[config.mk]
export PLATFORM = sky130hd
export DESIGN_NAME = fifo_drain_arbiter
export DESIGN_NICKNAME = d
export VERILOG_FILES = /design/src/rtl/demortl_arb_pkg.sv /design/src/rtl/rr_priority_pick.sv /design/src/rtl/fifo_drain_arbiter.sv
export SDC_FILE = /design/constraint.sdc
export NUM_CORES = 1
export LEC_CHECK = 0
export ABC_AREA = 1
export CORE_MARGIN = 2
export CORE_UTILIZATION = 31
export CTS_CLUSTER_DIAMETER = 30
export DETAILED_ROUTE_END_ITERATION = 10
export GPL_ROUTABILITY_DRIVEN = 0
export PLACE_DENSITY = 0.83
export SYNTH_ARGS = -nofsm -noshare
export SYNTH_HDL_FRONTEND = slang
export SYNTH_SLANG_ARGS = --single-unit
[constraint.sdc]
create_clock -name clk -period 2.4 [get_ports clk]
set_clock_uncertainty 0.1 [all_clocks]
set_input_delay 0.48 -clock clk [delete_from_list [all_inputs] [get_ports clk]]
set_output_delay 0.48 -clock clk [all_outputs]
set_load 0.02 [all_outputs]
[src/rtl/demortl_arb_pkg.sv]
// Shared definitions for the demortl arbiters.
// State encoding and a generic round-robin pick helper.
package demortl_arb_pkg;

  localparam logic [0:0] IDLE = 1'b0;
  localparam logic [0:0] READ = 1'b1;

  localparam int unsigned MAX_SRC = 32;
  localparam int unsigned MAX_W   = 5;

  // Scanning a zero-padded 32-bit mask modulo 32 gives the same winner
  // as scanning the real mask modulo its own size.
  function automatic logic [MAX_W-1:0] rr_pick(
    input logic [MAX_SRC-1:0] eligible,
    input logic [MAX_W-1:0]   ptr
  );
    logic [MAX_W-1:0] idx;
    logic [MAX_W-1:0] j;
    logic             hit;
    idx = '0;
    hit = 1'b0;
    for (int k = 0; k < MAX_SRC; k++) begin
      j = ptr + MAX_W'(k);
      if (!hit && eligible[j]) begin
        hit = 1'b1;
        idx = j;
      end
    end
    return idx;
  endfunction

endpackage

[src/rtl/rr_priority_pick.sv]
// Rotating priority encoder: first set request at or after ptr_i,
// wrapping modulo N.
module rr_priority_pick #(
  parameter int N = 4,
  parameter int W = $clog2(N)
) (
  input  logic [N-1:0] req_i,
  input  logic [W-1:0] ptr_i,
  output logic         found_o,
  output logic [W-1:0] idx_o
);

  logic [N-1:0] rot;
  logic [W-1:0] off;

  function automatic logic [W-1:0] wrap(input int unsigned v);
    int unsigned r;
    r = v;
    if (r >= N) r = r - N;
    return W'(r);
  endfunction

  always_comb begin
    rot = '0;
    for (int i = 0; i < N; i++) begin
      rot[i] = req_i[wrap(32'(i) + 32'(ptr_i))];
    end
    found_o = |req_i;
    off = '0;
    for (int i = N - 1; i >= 0; i--) begin
      if (rot[i]) off = W'(i);
    end
    idx_o = wrap(32'(off) + 32'(ptr_i));
  end

endmodule

[src/rtl/fifo_drain_arbiter.sv]
// Round-robin drain of NUM_SRC source FIFOs into one destination FIFO,
// up to BURST words per grant, throttled by destination almost_full.
module fifo_drain_arbiter
  import demortl_arb_pkg::*;
#(
  parameter int NUM_SRC    = 4,
  parameter int DATA_WIDTH = 32,
  parameter int BURST      = 4,
  localparam int SRC_W     = $clog2(NUM_SRC)
) (
  input  logic                          clk,
  input  logic                          rst,
  input  logic [NUM_SRC-1:0]            src_enable,
  input  logic [NUM_SRC-1:0]            src_empty,
  input  logic [NUM_SRC*DATA_WIDTH-1:0] src_dout,
  output logic [NUM_SRC-1:0]            src_rd_en,
  input  logic                          dst_almost_full,
  output logic [DATA_WIDTH-1:0]         dst_din,
  output logic                          dst_din_valid,
  output logic [SRC_W-1:0]              dst_src_id,
  output logic                          busy
);

  localparam int CNT_W = $clog2(BURST + 1);

  logic [0:0]       state_q, state_d;
  logic [SRC_W-1:0] rr_ptr_q, rr_ptr_d;
  logic [SRC_W-1:0] grant_q, grant_d;
  logic [CNT_W-1:0] burst_cnt_q, burst_cnt_d;
  logic             v1_q;
  logic [SRC_W-1:0] id1_q;

  logic [NUM_SRC-1:0] eligible;
  logic               pick_found;
  logic [SRC_W-1:0]   pick_idx;
  logic               issue;
  logic               last_word;
  logic [SRC_W-1:0]   grant_nxt;

  logic [DATA_WIDTH-1:0] words [NUM_SRC];

  for (genvar g = 0; g < NUM_SRC; g++) begin : g_words
    assign words[g] = src_dout[g*DATA_WIDTH +: DATA_WIDTH];
  end

  assign eligible = src_enable & ~src_empty;

  rr_priority_pick #(
    .N (NUM_SRC),
    .W (SRC_W)
  ) u_pick (
    .req_i   (eligible),
    .ptr_i   (rr_ptr_q),
    .found_o (pick_found),
    .idx_o   (pick_idx)
  );

  assign issue = (state_q == READ)
               & eligible[grant_q]
               & ~dst_almost_full
               & (burst_cnt_q < CNT_W'(BURST));

  assign last_word = issue
                   & (burst_cnt_q == CNT_W'(BURST - 1));

  assign grant_nxt = (grant_q == SRC_W'(NUM_SRC - 1))
                   ? '0 : grant_q + 1'b1;

  always_comb begin
    state_d     = state_q;
    rr_ptr_d    = rr_ptr_q;
    grant_d     = grant_q;
    burst_cnt_d = burst_cnt_q;
    case (state_q)
      IDLE: begin
        if (pick_found) begin
          grant_d     = pick_idx;
          burst_cnt_d = '0;
          state_d     = READ;
        end
      end
      default: begin
        if (issue) burst_cnt_d = burst_cnt_q + 1'b1;
        // A stalled but still-eligible source keeps its grant.
        if (last_word || !eligible[grant_q]) begin
          state_d  = IDLE;
          rr_ptr_d = grant_nxt;
        end
      end
    endcase
  end

  always_ff @(posedge clk) begin
    if (rst) begin
      state_q     <= IDLE;
      rr_ptr_q    <= '0;
      grant_q     <= '0;
      burst_cnt_q <= '0;
      v1_q        <= 1'b0;
      id1_q       <= '0;
    end else begin
      state_q     <= state_d;
      rr_ptr_q    <= rr_ptr_d;
      grant_q     <= grant_d;
      burst_cnt_q <= burst_cnt_d;
      v1_q        <= issue;
      id1_q       <= grant_q;
    end
  end

  assign src_rd_en     = issue ? (NUM_SRC'(1) << grant_q) : '0;
  assign dst_din_valid = v1_q;
  assign dst_din       = v1_q ? words[id1_q] : '0;
  assign dst_src_id    = id1_q;
  assign busy          = (state_q == READ) | v1_q;

endmodule

* After elaboration in Yosys (flattened, before gate mapping) *
Index checks and enable logic that the tools add are counted.

cells by class
  $lt $le $gt $ge = 12
  reductions and logical operators = 7
  mux-type cells = 31
  shift operators = 1
  bitwise operators = 10
  eq/ne operators = 3
  $add $sub $neg = 11

operators by type and width
  kind                   count
  $mux W32               3
  $bmux W32 S2           1
  $mux W2                10
  $ge A3 B3 Y1 const B   5
  $lt A2 B3 Y1 const B   5
  $bmux W1 S2            5
  $sub A2 B1 Y2 const B  5
  $mux W3                3
  $mux W1                8
  $add A2 B2 Y3 const A  2
  $reduce_and A2 Y1      3
  $and A1 B1 Y1          4
  $and A4 B4 Y4          1
  $mux W4                1
  $not A4 Y4             1
  $reduce_or A4 Y1       1
  $shl A1 B2 Y4 const A  1
  $add A1 B2 Y3 const A  1
  $add A2 B2 Y3          1
  $add A3 B1 Y3 const B  1
  $eq A3 B2 Y1 const B   1
  $ge A2 B3 Y1 const B   1
  $lt A3 B3 Y1 const B   1
  $not A2 Y3             1
  other kinds (8)        9

word-level totals
  output and inout port bits = 40
  logic and storage cells = 81
  bits of input ports = 139
  bits in registers = 11

* Logic depth before layout (Yosys ltp) *
Gate-level depths: netlist of the first run.

  depth in word-level cells = 12
  mapped depth = 14
  mapped depth without buffers = 14

* Cells and area by module *
Synthesis of the first run repeated with hierarchy kept, for this count alone.

unflattened totals
  cells, all modules = 390
  area total of the unflattened synthesis = 1,964.4 um2

by module, submodules not included
  module              times used  area an instance (um2)  cells an instance  sequential area each (um2)
  fifo_drain_arbiter  1           1,696.6                 334                220.2
  rr_priority_pick    1           267.8                   56                 0.0

* Worst setup path after synthesis of the first run *
OpenSTA, ideal clock, no wires.

  path kind = reg-to-output
  from = register id1_q[0], in the netlist dst_src_id[0]
  to = output dst_din[10]
  path buffers = 2
  arrival time = 1.418 ns
  data required time = 1.820 ns
  path slack = 0.402 ns
  stages on the path, launching flop included = 7
  cells stage by stage = dfxtp_1 > buf_2 > buf_2 > nor2_1 > nor2_1 > o21ai_0 > a21oi_1

on the way
  longest elaborated chain between the ends = 5

RTL lines
  what                                         RTL line                   text
  start, declared                              fifo_drain_arbiter.sv:31   logic [SRC_W-1:0] id1_q;
  start signal, assigned                       fifo_drain_arbiter.sv:107  id1_q <= grant_q;
  $not A2 Y3 (implied by the code)             fifo_drain_arbiter.sv:113  assign dst_din = v1_q ? words[id1_q] : '0;
  $bmux W32 S2                                 fifo_drain_arbiter.sv:113
  $mux W32 (implied by the code) (2 in a row)  fifo_drain_arbiter.sv:113
  $mux W32                                     fifo_drain_arbiter.sv:113
  end, declared                                fifo_drain_arbiter.sv:18   output logic [DATA_WIDTH-1:0] dst_din,

No other way between the ends. The select of a mux whose other input is x is not followed.

* Final worst setup path of the first run *
  from = input src_empty[2]
  to = output src_rd_en[1]

on the way
  longest elaborated chain between the ends = 8

RTL lines
  what                           RTL line                   text
  start, declared                fifo_drain_arbiter.sv:14   input logic [NUM_SRC-1:0] src_empty,
  $not A4 Y4                     fifo_drain_arbiter.sv:46   assign eligible = src_enable & ~src_empty;
  $and A4 B4 Y4                  fifo_drain_arbiter.sv:46
  $bmux W1 S2                    fifo_drain_arbiter.sv:59   & eligible[grant_q]
  $mux W1 (implied by the code)  fifo_drain_arbiter.sv:59
  $and A1 B1 Y1                  fifo_drain_arbiter.sv:59
  $and A1 B1 Y1                  fifo_drain_arbiter.sv:60   & ~dst_almost_full
  $and A1 B1 Y1                  fifo_drain_arbiter.sv:61   & (burst_cnt_q < CNT_W'(BURST));
  $mux W4                        fifo_drain_arbiter.sv:111  assign src_rd_en = issue ? (NUM_SRC'(1) << grant_q) : '0;
  end, declared                  fifo_drain_arbiter.sv:16   output logic [NUM_SRC-1:0] src_rd_en,

No other way between the ends. The select of a mux whose other input is x is not followed.

==> summary.txt, run 1 <==
Status
  • Status: finished clean

Route
  • Number of remaining DRC errors: 0
  • Post-DR wirelength/cell: approximately 14 um
  • Routed Antenna Nets: 0
  • Routed Wire Length: about 8900 um
  • Vias per Instance: between 4 and 5
  • Detailed Routing Iterations Pass 1: 5
  • First DRT Iteration DRCs: between 100 and 150
  • Vias: a little over 3,000

Cells and area
  • Most common cell after layout, fill and taps aside: nor2_1
  • Area Overhead vs Synth: 106%
  • Most frequent cells in the layout: 139 x nor2_1, 138 x clkdlybuf4s50_1, 65 x o21ai_0
  • Finished Layout Cells: roughly 630
  • Layout cells sized above 1: 7.23%
  • # diodes: 0
  • Final instance area: around 0.0038 mm^2
  • Layout Utilization: about two thirds
  • Nets: 700

Global routing
  • Remaining global-route overflow: 0
  • First-pass GRT wire length: 12,900 um
  • All-Layer GR Usage: about a quarter
  • Number of global-route vias before repair: roughly 2,700
  • Largest net degree at the start of global routing: between 40 and 50
  • Initial antenna violation count: 0

Worst hold path
  • Hold_sp: burst_cnt_q[1]
  • Hold depth: 2
  • Min-delay worst type: flip-flop to flip-flop
  • Hold Crit Endpoint: burst_cnt_q[1]

Place
  • Post-DP Area: 0.00378 mm^2
  • Final HPWL from detailed placement: between 6000 and 7000 um
  • Port Buf Inserts: roughly 180
  • Placed instance count: ~620
  • Post-Place Worst Slack: -0.473 ns

Floorplan
  • Die X: 81.5 um
  • Area of the die: approximately 0.0066 mm^2
  • FP Rows: 28
  • Core ar.: around 0.0059 mm^2
  • Ports: 179
  • Starting Density: roughly a third
  • Die height: a little over 80 um

Critical path
  • Crit path from: src_empty[2]
  • FF-to-FF path depth: 12
  • Slowest stage delay, CP: around 0.44 ns
  • Worst path bufs/invs: 3
  • R2R Path End: grant_q[1]
  • Critical Path AT: about 1.8 ns
  • Cell breakdown of the critical path: clkdlybuf4s50_1 > nor2_2 > nand2_1 > nand3_2 > nand2_2 > nor2_4 > inv_4 > nor2_1 > buf_2
  • Reg-to-reg setup timing slack: ~0.44 ns
  • CP Launch Type: input port
  • CP required: about 1.8 ns
  • Crit. End Element: output port
  • Worst Path Max Fanout: 5
  • Setup CP Type: input port to output port
  • CP max-delay cell: clkdlybuf4s50_1
  • Top delay family on crit path: buffers and inverters
  • Reg2reg start: rr_ptr_q[0]

STA
  • Hold_ws: ~0.37 ns
  • Worst slew slack as a fraction of its limit: between 70% and 80%
  • Final hold violations: 0
  • Worst Tran Pin Value: 0.390 ns
  • Tcrit/Tclk final: between 90% and 100%
  • Final setup viols: 0
  • Max Slew Vio Count: 0
  • Maximum clock rate: ~0.43 GHz
  • Post-route worst setup slack: between 0.05 and 0.06 ns
  • Min cycle time layout: ~2.3 ns

CTS
  • Root buf cell: clkbuf_8
  • H-tree depth: 1
  • Maximum clock insertion buffer count: 2
  • TritonCTS Buffers: 3
  • CTS sink count: 11
  • CTS Hold Buffers Added: 0
  • Clock-pin slew of the registers on the worst-case setup and hold paths: approximately 0.050 ns
  • Clk_lat worst skew: roughly 0.24 ns
  • CTS tree: done

Logic synthesis
  • Sequential share of the synthesized area: about an eighth
  • Synth cell types: 24
  • Mapped Cells: roughly 380
  • FF+latch count, synth: 11
  • Syn_nets: ~530
  • YS warnings: 0
  • Synth Area per Inst: 4.91 um^2
  • Post-Syn Area: around 0.0019 mm^2

Power and ir drop
  • Leak: roughly 1.8 nW
  • Pwr Density: 344 mW/mm^2
  • VDD IR-drop max: a little under 500 uV

Flow run
  • Max-cap violations: 0
==> Yosys cell counts <==
library cell / n / area, um^2
a21oi_1: 34 / 170
nor3_1: 2 / 10.0
nor2_1: 144 / 541
inv_2: 2 / 7.51
nand2_2: 1 / 6.26
or2_1: 1 / 6.26
buf_2: 8 / 40.0
ha_1: 7 / 87.6
o21ai_2: 1 / 8.76
a21oi_2: 1 / 8.76
xor2_1: 1 / 8.76
inv_1: 26 / 97.6
a31oi_1: 1 / 6.26
nor2_2: 3 / 18.8
dfxtp_1: 11 / 220
o21ai_1: 2 / 10.0
buf_1: 2 / 7.51
o31ai_1: 1 / 7.51
o21ai_0: 67 / 335
nand2_1: 33 / 124
clkinv_1: 1 / 3.75
clkbuf_1: 13 / 48.8
o21a_1: 1 / 7.51
nand3_1: 16 / 80.1
==> state kept, by name, summed over array words and instances, names as in the netlist <==
| name | count |
|---|---|
| grant_q | 2 |
| dst_din_valid | 1 |
| rr_ptr_q | 2 |
| state_q | 1 |
| dst_src_id | 2 |
| burst_cnt_q | 3 |
==> metrics by stage <==
step	TNS, ns	power, W
after global placement	-4.65	0.00110
after CTS	-0.00203	0.00130
after floorplan	0	0.000697
after global routing	-0.0294	0.00144
final	0	0.00132
after detailed placement	-5.16	0.00112
==> how the worst max path moves through the flow <==
stage	to	slack [ns]	depth (start not counted)
floorplan	dst_din[10]	0.40	6
CTS	src_rd_en[2]	-0.002	10
global placement	src_rd_en[0]	-0.42	10
global route	src_rd_en[3]	-0.02	9
finish	src_rd_en[1]	0.05	9
detailed placement	src_rd_en[2]	-0.47	10
==> report_power, final <==
part           switching, W  internal (W)
Sequential        0.0000352      0.000207
Clock             0.0000708      0.000117
Combinational      0.000451      0.000436
Total              0.000557      0.000760
==> what timing repair did <==
item,CTS,global route
gates resized for setup,51,20
pin swaps,0,6
endpoints found under the setup margin,36,7
setup buffers,0,1
==> layer usage <==
metal | wire length, um | global-route usage [%] | share of wire (%)
met1 | 3280 | 27.5 | 37
met5 | 0 | 0 | 0
met3 | 803 | 5.05 | 9.1
met4 | 222 | 8.98 | 2.5
met2 | 4550 | 45.1 | 51
==> layout make-up <==
class                           instances  area, um^2
Inverter                               29         111
Multi-Input combinational cell        316        1470
Sequential cell                        11         221
Fill cell                             548        2020
Tap cell                               75        93.8
Clock buffer                            4        45.0
Timing Repair Buffer                  193        1890
==> worst min-delay path, delay by kind of cell (launching register included) <==
kind               cells  cell delay [ns]
DFF                    1             0.31
and+or+nand+nor        1             0.06
AOI/OAI and AO/OA      1             0.05
==> cells by family (layout without fill, tap and decap cells) <==
kind of cell	count (synthesis)	after routing	share of synthesized area, %
AND/OR/NAND/NOR	200	200	42.2
AO/OA/AOI/OAI	108	108	29.8
buffers and inverters	52	226	11.0
flip-flops	11	11	11.8
adder cells (fa/ha/maj)	7	7	4.70
XOR/XNOR	1	1	0.471
No activity file was read; power rests on OpenSTA's default activity.
==> inputs of run 2 (changes only) <==
--- a/config.mk
+++ b/config.mk
@@ -11,6 +11,7 @@
 export CTS_CLUSTER_DIAMETER = 30
 export DETAILED_ROUTE_END_ITERATION = 10
 export GPL_ROUTABILITY_DRIVEN = 0
+export GPL_TIMING_DRIVEN = 0
 export PLACE_DENSITY = 0.83
 export SYNTH_ARGS = -nofsm -noshare
 export SYNTH_HDL_FRONTEND = slang
==> run 2 against run 1 <==
Compared with the run above: utilization decreased by 1.9 points; cell area shrank 2.9%; worst setup slack gained 0.032 ns; register-to-register slack better by 0.02 ns; flip-flop and latch count did not move; combinational power decreased by 2%; critical path depth up 1; highest routed layer unchanged; cell count increased by 2.4%; clock-buffer cell count unchanged.
==> summary.txt, run 2 (same netlist as run 1, synthesis figures left out) <==
Status
  • Status: finished clean

Route
  • Vias: around 3,100
  • Post-DR wirelength/cell: about 14 um
  • First DRT Iteration DRCs: 162
  • Routed Antenna Nets: 0
  • Routed Wire Length: 9090 um
  • Detailed Routing Iterations Pass 1: 4
  • Vias per Instance: slightly below 5
  • Number of remaining DRC errors: 0

CTS
  • Root buf cell: clkbuf_8
  • CTS Hold Buffers Added: 0
  • Clock-pin slew of the registers on the worst-case setup and hold paths: 0.05 ns
  • CTS sink count: 11
  • Maximum clock insertion buffer count: 2
  • TritonCTS Buffers: 3
  • CTS tree: done
  • H-tree depth: 1
  • Clk_lat worst skew: 0.25 ns

Worst hold path
  • Hold Crit Endpoint: burst_cnt_q[0]
  • Hold depth: 1
  • Min-delay worst type: flip-flop to flip-flop
  • Hold_sp: burst_cnt_q[0]

Flow run
  • Max-cap violations: 0

Place
  • Final HPWL from detailed placement: 7180 um
  • Post-DP Area: around 0.0037 mm^2
  • Post-Place Worst Slack: -0.520 ns
  • Port Buf Inserts: approximately 180

STA
  • Final setup viols: 0
  • Max Slew Vio Count: 0
  • Maximum clock rate: around 0.43 GHz
  • Unrepaired setup endpoints after global routing: false
  • Worst slew slack as a fraction of its limit: between 60 and 70%
  • Min cycle time layout: ~2.3 ns
  • Final hold violations: 0
  • Tcrit/Tclk final: between 90% and 100%
  • Post-route worst setup slack: approximately 0.083 ns
  • Worst Tran Pin Value: 0.462 ns

Global routing
  • Initial antenna violation count: 0
  • First-pass GRT wire length: around 13,000 um
  • Remaining global-route overflow: 0
  • All-Layer GR Usage: between 20% and 30%
  • Number of global-route vias before repair: about 2,700
  • Largest net degree at the start of global routing: 11

Floorplan
  • Ports: 179
  • Die height: about 81 um
  • Area of the die: roughly 0.0066 mm^2
  • Die X: 81.5 um
  • Starting Density: between 30% and 40%
  • FP Rows: 28
  • Core ar.: roughly 0.0059 mm^2

Cells and area
  • Most frequent cells in the layout: 139 x nor2_1, 134 x clkdlybuf4s50_1, 67 x o21ai_0
  • Most common cell after layout, fill and taps aside: nor2_1
  • Final instance area: around 0.0037 mm^2
  • Largest Register: burst_cnt_q
  • Nets: around 720
  • Fillers: approximately 570
  • Layout cells sized above 1: between 10% and 20%
  • Max reg flops: 3
  • Area Overhead vs Synth: 99.9%
  • # diodes: 0

Critical path
  • Slowest stage delay, CP: around 0.44 ns
  • Worst Path Max Fanout: 5
  • CP required: approximately 1.8 ns
  • Critical Path AT: 1.74 ns
  • Worst path bufs/invs: 4
  • Reg2reg start: rr_ptr_q[0]
  • CP Launch Type: input port
  • CP max-delay cell: clkdlybuf4s50_1
  • Setup CP Type: input port to output port
  • Crit. End Element: output port
  • Critical path depth: 10
  • Top delay family on crit path: buffers and inverters
  • R2R Path End: grant_q[1]
  • Cell breakdown of the critical path: clkdlybuf4s50_1 > nor2_1 > nand2_1 > nand3_1 > nand2_2 > nor2_4 > inv_2 > buf_6 > nor2_4 > buf_6
  • Reg-to-reg setup timing slack: approximately 0.46 ns
  • FF-to-FF path depth: 13

Power and ir drop
  • VDD IR-drop max: a little over 400 uV
  • Leak: around 1.7 nW
  • Pwr Density: 350 mW/mm^2
  • Total power: between 0.001 and 0.0015 W
[run 2: cell types whose count changed in the layout (fill, tap and decap cells not counted), sizes merged]
cell | before | now
buf | 19 | 25
clkbuf | 5 | 43
clkdlybuf4s50 | 138 | 134
dlygate4sd2 | 31 | 8
dlymetal6s2s | 4 | 2
[run 2: layout make-up]
cell class	instances	area [um^2]	share of cell area [%]
repair buffers	185	1670	44.9
multi-input cells	316	1460	39.3
plain buffers	23	119	3.19
well taps	75	93.8	2.52
clock buffers	4	45.0	1.21
flip-flops and latches	11	220	5.92
inverters	29	110	2.96
[run 2: through the flow]
stage | setup TNS [ns] | hold WS [ns] | util (%) | instances
floorplan | 0 | 0.328 | - | 379
CTS | 0 | 0.371 | 65.0 | 641
global placement | -5.55 | 0.348 | 63.9 | 632
detailed placement | -6.01 | 0.364 | 63.9 | 632
global route | 0 | 0.406 | 63.6 | 643
finish | 0 | 0.368 | 63.6 | 643
[run 2: repair_timing]
| item | CTS | global route |
|---|---|---|
| setup endpoints to repair | 37 | 35 |
| gates resized for setup | 84 | 67 |
| pin swaps | 4 | 5 |
| setup buffers | 5 | 2 |
[run 2: report_power, final]
part	leakage [nW]	internal (W)	switching [W]
Sequential	0.0901	0.000206	0.0000299
Clock	0.0228	0.000117	0.0000807
Combinational	1.60	0.000417	0.000453
[run 2: metal layers]
metal,vias up,share of wire [%],global-route usage [%]
met1,1367,40,30.4
li1,1600,-,-
met2,114,50,44.8
met3,17,8.5,4.07
met4,0,2.1,6.44
met5,-,0,0
[run 2: worst max path at each step]
stage                  startpoint      endpoint  slack, ns
detailed placement  src_enable[1]  src_rd_en[2]      -0.52
floorplan           dst_src_id[0]   dst_din[10]       0.40
CTS                 dst_src_id[1]   dst_din[15]      0.002
global placement    src_enable[1]  src_rd_en[1]      -0.48
finish               src_empty[3]  src_rd_en[2]       0.08
global route        dst_src_id[0]   dst_din[12]      0.005
==> inputs of run 3 (changes only) <==
--- a/config.mk
+++ b/config.mk
@@ -6,13 +6,14 @@
 export NUM_CORES = 1
 export LEC_CHECK = 0
 export ABC_AREA = 1
-export CORE_MARGIN = 2
+export ABC_CLOCK_PERIOD_IN_PS = 2400
 export CORE_UTILIZATION = 31
 export CTS_CLUSTER_DIAMETER = 30
 export DETAILED_ROUTE_END_ITERATION = 10
 export GPL_ROUTABILITY_DRIVEN = 0
 export GPL_TIMING_DRIVEN = 0
 export PLACE_DENSITY = 0.83
+export SKIP_LAST_GASP = 1
 export SYNTH_ARGS = -nofsm -noshare
 export SYNTH_HDL_FRONTEND = slang
 export SYNTH_SLANG_ARGS = --single-unit
==> run 3 against run 2 <==
Compared with the run above: clock power decreased by 3%; fmax is essentially flat; clock-buffer cell count did not move; utilization grew 2.7 points; sequential share of layout area barely moved; cell count is 1.1% lower; critical endpoint is now dst_din[8]; largest cell class unchanged.
==> summary.txt, run 3 (same netlist as run 1, synthesis figures left out) <==
STA
  • Maximum clock rate: approximately 0.43 GHz
  • Min cycle time layout: ~2.3 ns
  • Final hold violations: 0
  • Post-route worst setup slack: 0.0826 ns
  • Max Slew Vio Count: 0
  • Worst slew slack as a fraction of its limit: 66.7%
  • Final setup viols: 0
  • Worst Tran Pin Value: approximately 0.50 ns
  • Hold_ws: between 0.3 and 0.4 ns
  • Unrepaired setup endpoints after global routing: true
  • Tcrit/Tclk final: between 90 and 100%

CTS
  • H-tree depth: 1
  • Clock-pin slew of the registers on the worst-case setup and hold paths: ~0.05 ns
  • Maximum clock insertion buffer count: 2
  • CTS sink count: 11
  • Clk_lat worst skew: 0.24 ns
  • CTS tree: done
  • TritonCTS Buffers: 3
  • Root buf cell: clkbuf_8

Route
  • Vias: slightly above 3,000
  • M1 WL: about 3800 um
  • WL met2: approximately 4400 um
  • Routed Wire Length: around 9100 um
  • Highest Signal Layer: met4
  • Routed Antenna Nets: 0
  • Metal3 WL: 675 um
  • First DRT Iteration DRCs: approximately 160
  • Vias per Instance: between 4 and 5
  • Post-DR wirelength/cell: 14.3 um
  • Detailed Routing Iterations Pass 1: 4
  • Number of remaining DRC errors: 0

Power and ir drop
  • Fraction of power consumed by sequential logic: between 10% and 20%
  • Leak: 1.70 nW
  • Sw Share: roughly 43%
  • Clock share of power: ~15%
  • VDD IR-drop max: between 300 and 400 uV
  • Total power: approximately 0.0013 W
  • Pwr Density: roughly 350 mW/mm^2
  • Pint: 0.000743 W
  • Combinational share of power: 67.0%
  • Sw power: about 0.00056 W

Critical path
  • Worst path bufs/invs: 4
  • Reg2reg start: rr_ptr_q[0]
  • Crit path top cell by count: buf_2
  • Reg-to-reg setup timing slack: between 0.4 and 0.5 ns
  • Worst Path Max Fanout: 10
  • Critical Path AT: ~1.7 ns
  • Crit path from: dst_src_id[1]
  • R2R Path End: grant_q[1]
  • Crit path to: dst_din[8]
  • CP required: ~1.8 ns
  • Cell breakdown of the critical path: buf_2 > inv_1 > buf_2 > nor2_1 > o21ai_0 > a21oi_1 > clkdlybuf4s15_1
  • Critical path depth: 7
  • Slowest stage delay, CP: 0.32 ns
  • Top delay family on crit path: buffers and inverters
  • CP max-delay cell: dfxtp_1
  • FF-to-FF path depth: 13
  • Crit. End Element: output port
  • Setup CP Type: flip-flop to output port
  • CP Launch Type: flip-flop

Cells and area
  • Finished Layout Cells: 636
  • Most common cell after layout, fill and taps aside: nor2_1
  • Most frequent cells in the layout: 140 x nor2_1, 133 x clkdlybuf4s50_1, 66 x o21ai_0
  • Final instance area: between 0.003 and 0.004 mm^2
  • Layout cells sized above 1: roughly 12%
  • Largest Register: burst_cnt_q
  • Nets: between 700 and 800
  • # diodes: 0
  • Area Overhead vs Synth: 101%
  • Max reg flops: 3

Global routing
  • Remaining global-route overflow: 0
  • Initial antenna violation count: 0
  • First-pass GRT wire length: ~14,000 um
  • Number of global-route vias before repair: 2,889
  • All-Layer GR Usage: ~27%
  • Largest net degree at the start of global routing: 11

Floorplan
  • Core ar.: approximately 0.0056 mm^2
  • FP Rows: 27
  • Die X: roughly 79 um
  • Die height: between 70 and 80 um
  • Starting Density: approximately 33%
  • Ports: about 180
  • Area of the die: 0.00632 mm^2

Worst hold path
  • Min-delay worst type: flip-flop to flip-flop

Status
  • Status: finished clean

Place
  • Final HPWL from detailed placement: 7180 um
  • Post-Place Worst Slack: -0.537 ns
  • Placed instance count: roughly 630
  • Port Buf Inserts: around 180
  • Post-DP Area: ~0.0037 mm^2

Flow run
  • Max-cap violations: 0
==> run 3: layout make-up <==
cell class / count / area, um^2
Buffer: 23 / 131
Clock buffer: 4 / 45.0
Fill cell: 527 / 1900
Inverter: 29 / 113
Multi-Input combinational cell: 316 / 1450
Sequential cell: 11 / 221
Tap cell: 72 / 90.1
Timing Repair Buffer: 180 / 1690
Timing Repair inverter: 1 / 5.00
==> run 3: per-layer routing <==
layer / GRT usage, % / vias up
met4: 7.45 / 0
li1: - / 1590
met3: 4.91 / 17
met1: 32.2 / 1386
met2: 48.9 / 122
met5: 0 / -
==> run 3: worst min path at each step <==
stage                   startpoint        endpoint  slack, ns  depth (start not counted)
CTS                 burst_cnt_q[1]  burst_cnt_q[1]       0.37                          2
global route        burst_cnt_q[0]  burst_cnt_q[0]       0.39                          1
global placement    burst_cnt_q[0]  burst_cnt_q[0]       0.35                          1
finish              burst_cnt_q[0]  burst_cnt_q[0]       0.37                          1
detailed placement  burst_cnt_q[1]  burst_cnt_q[1]       0.36                          2
floorplan           burst_cnt_q[0]  burst_cnt_q[0]       0.33                          1
==> run 3: power by group through the flow <==
stage	Clock [W]	Combinational [W]	Sequential (W)
5_1_grt	0.000203	0.000974	0.000241
6_report	0.000193	0.000871	0.000237
3_5_place_dp	0	0.000853	0.000238
4_1_cts	0.000195	0.000854	0.000235
2_1_floorplan	0	0.000459	0.000238
3_3_place_gp	0	0.000833	0.000237
==> run 3: metrics by stage <==
stage / utilization [%] / TNS (ns)
floorplan: - / 0
global placement: 66.2 / -5.64
detailed placement: 66.2 / -6.03
CTS: 67.0 / -0.182
global route: 66.3 / -0.00893
finish: 66.3 / 0
==> run 3: repair_timing <==
item / 4_1_cts / 5_1_grt
hold buffers: 0 / 0
pin swaps: 5 / 4
gates cloned: 0 / 1
endpoints found under the setup margin: 37 / 36
buffers inserted: 1 / 1
resized for setup: 74 / 70
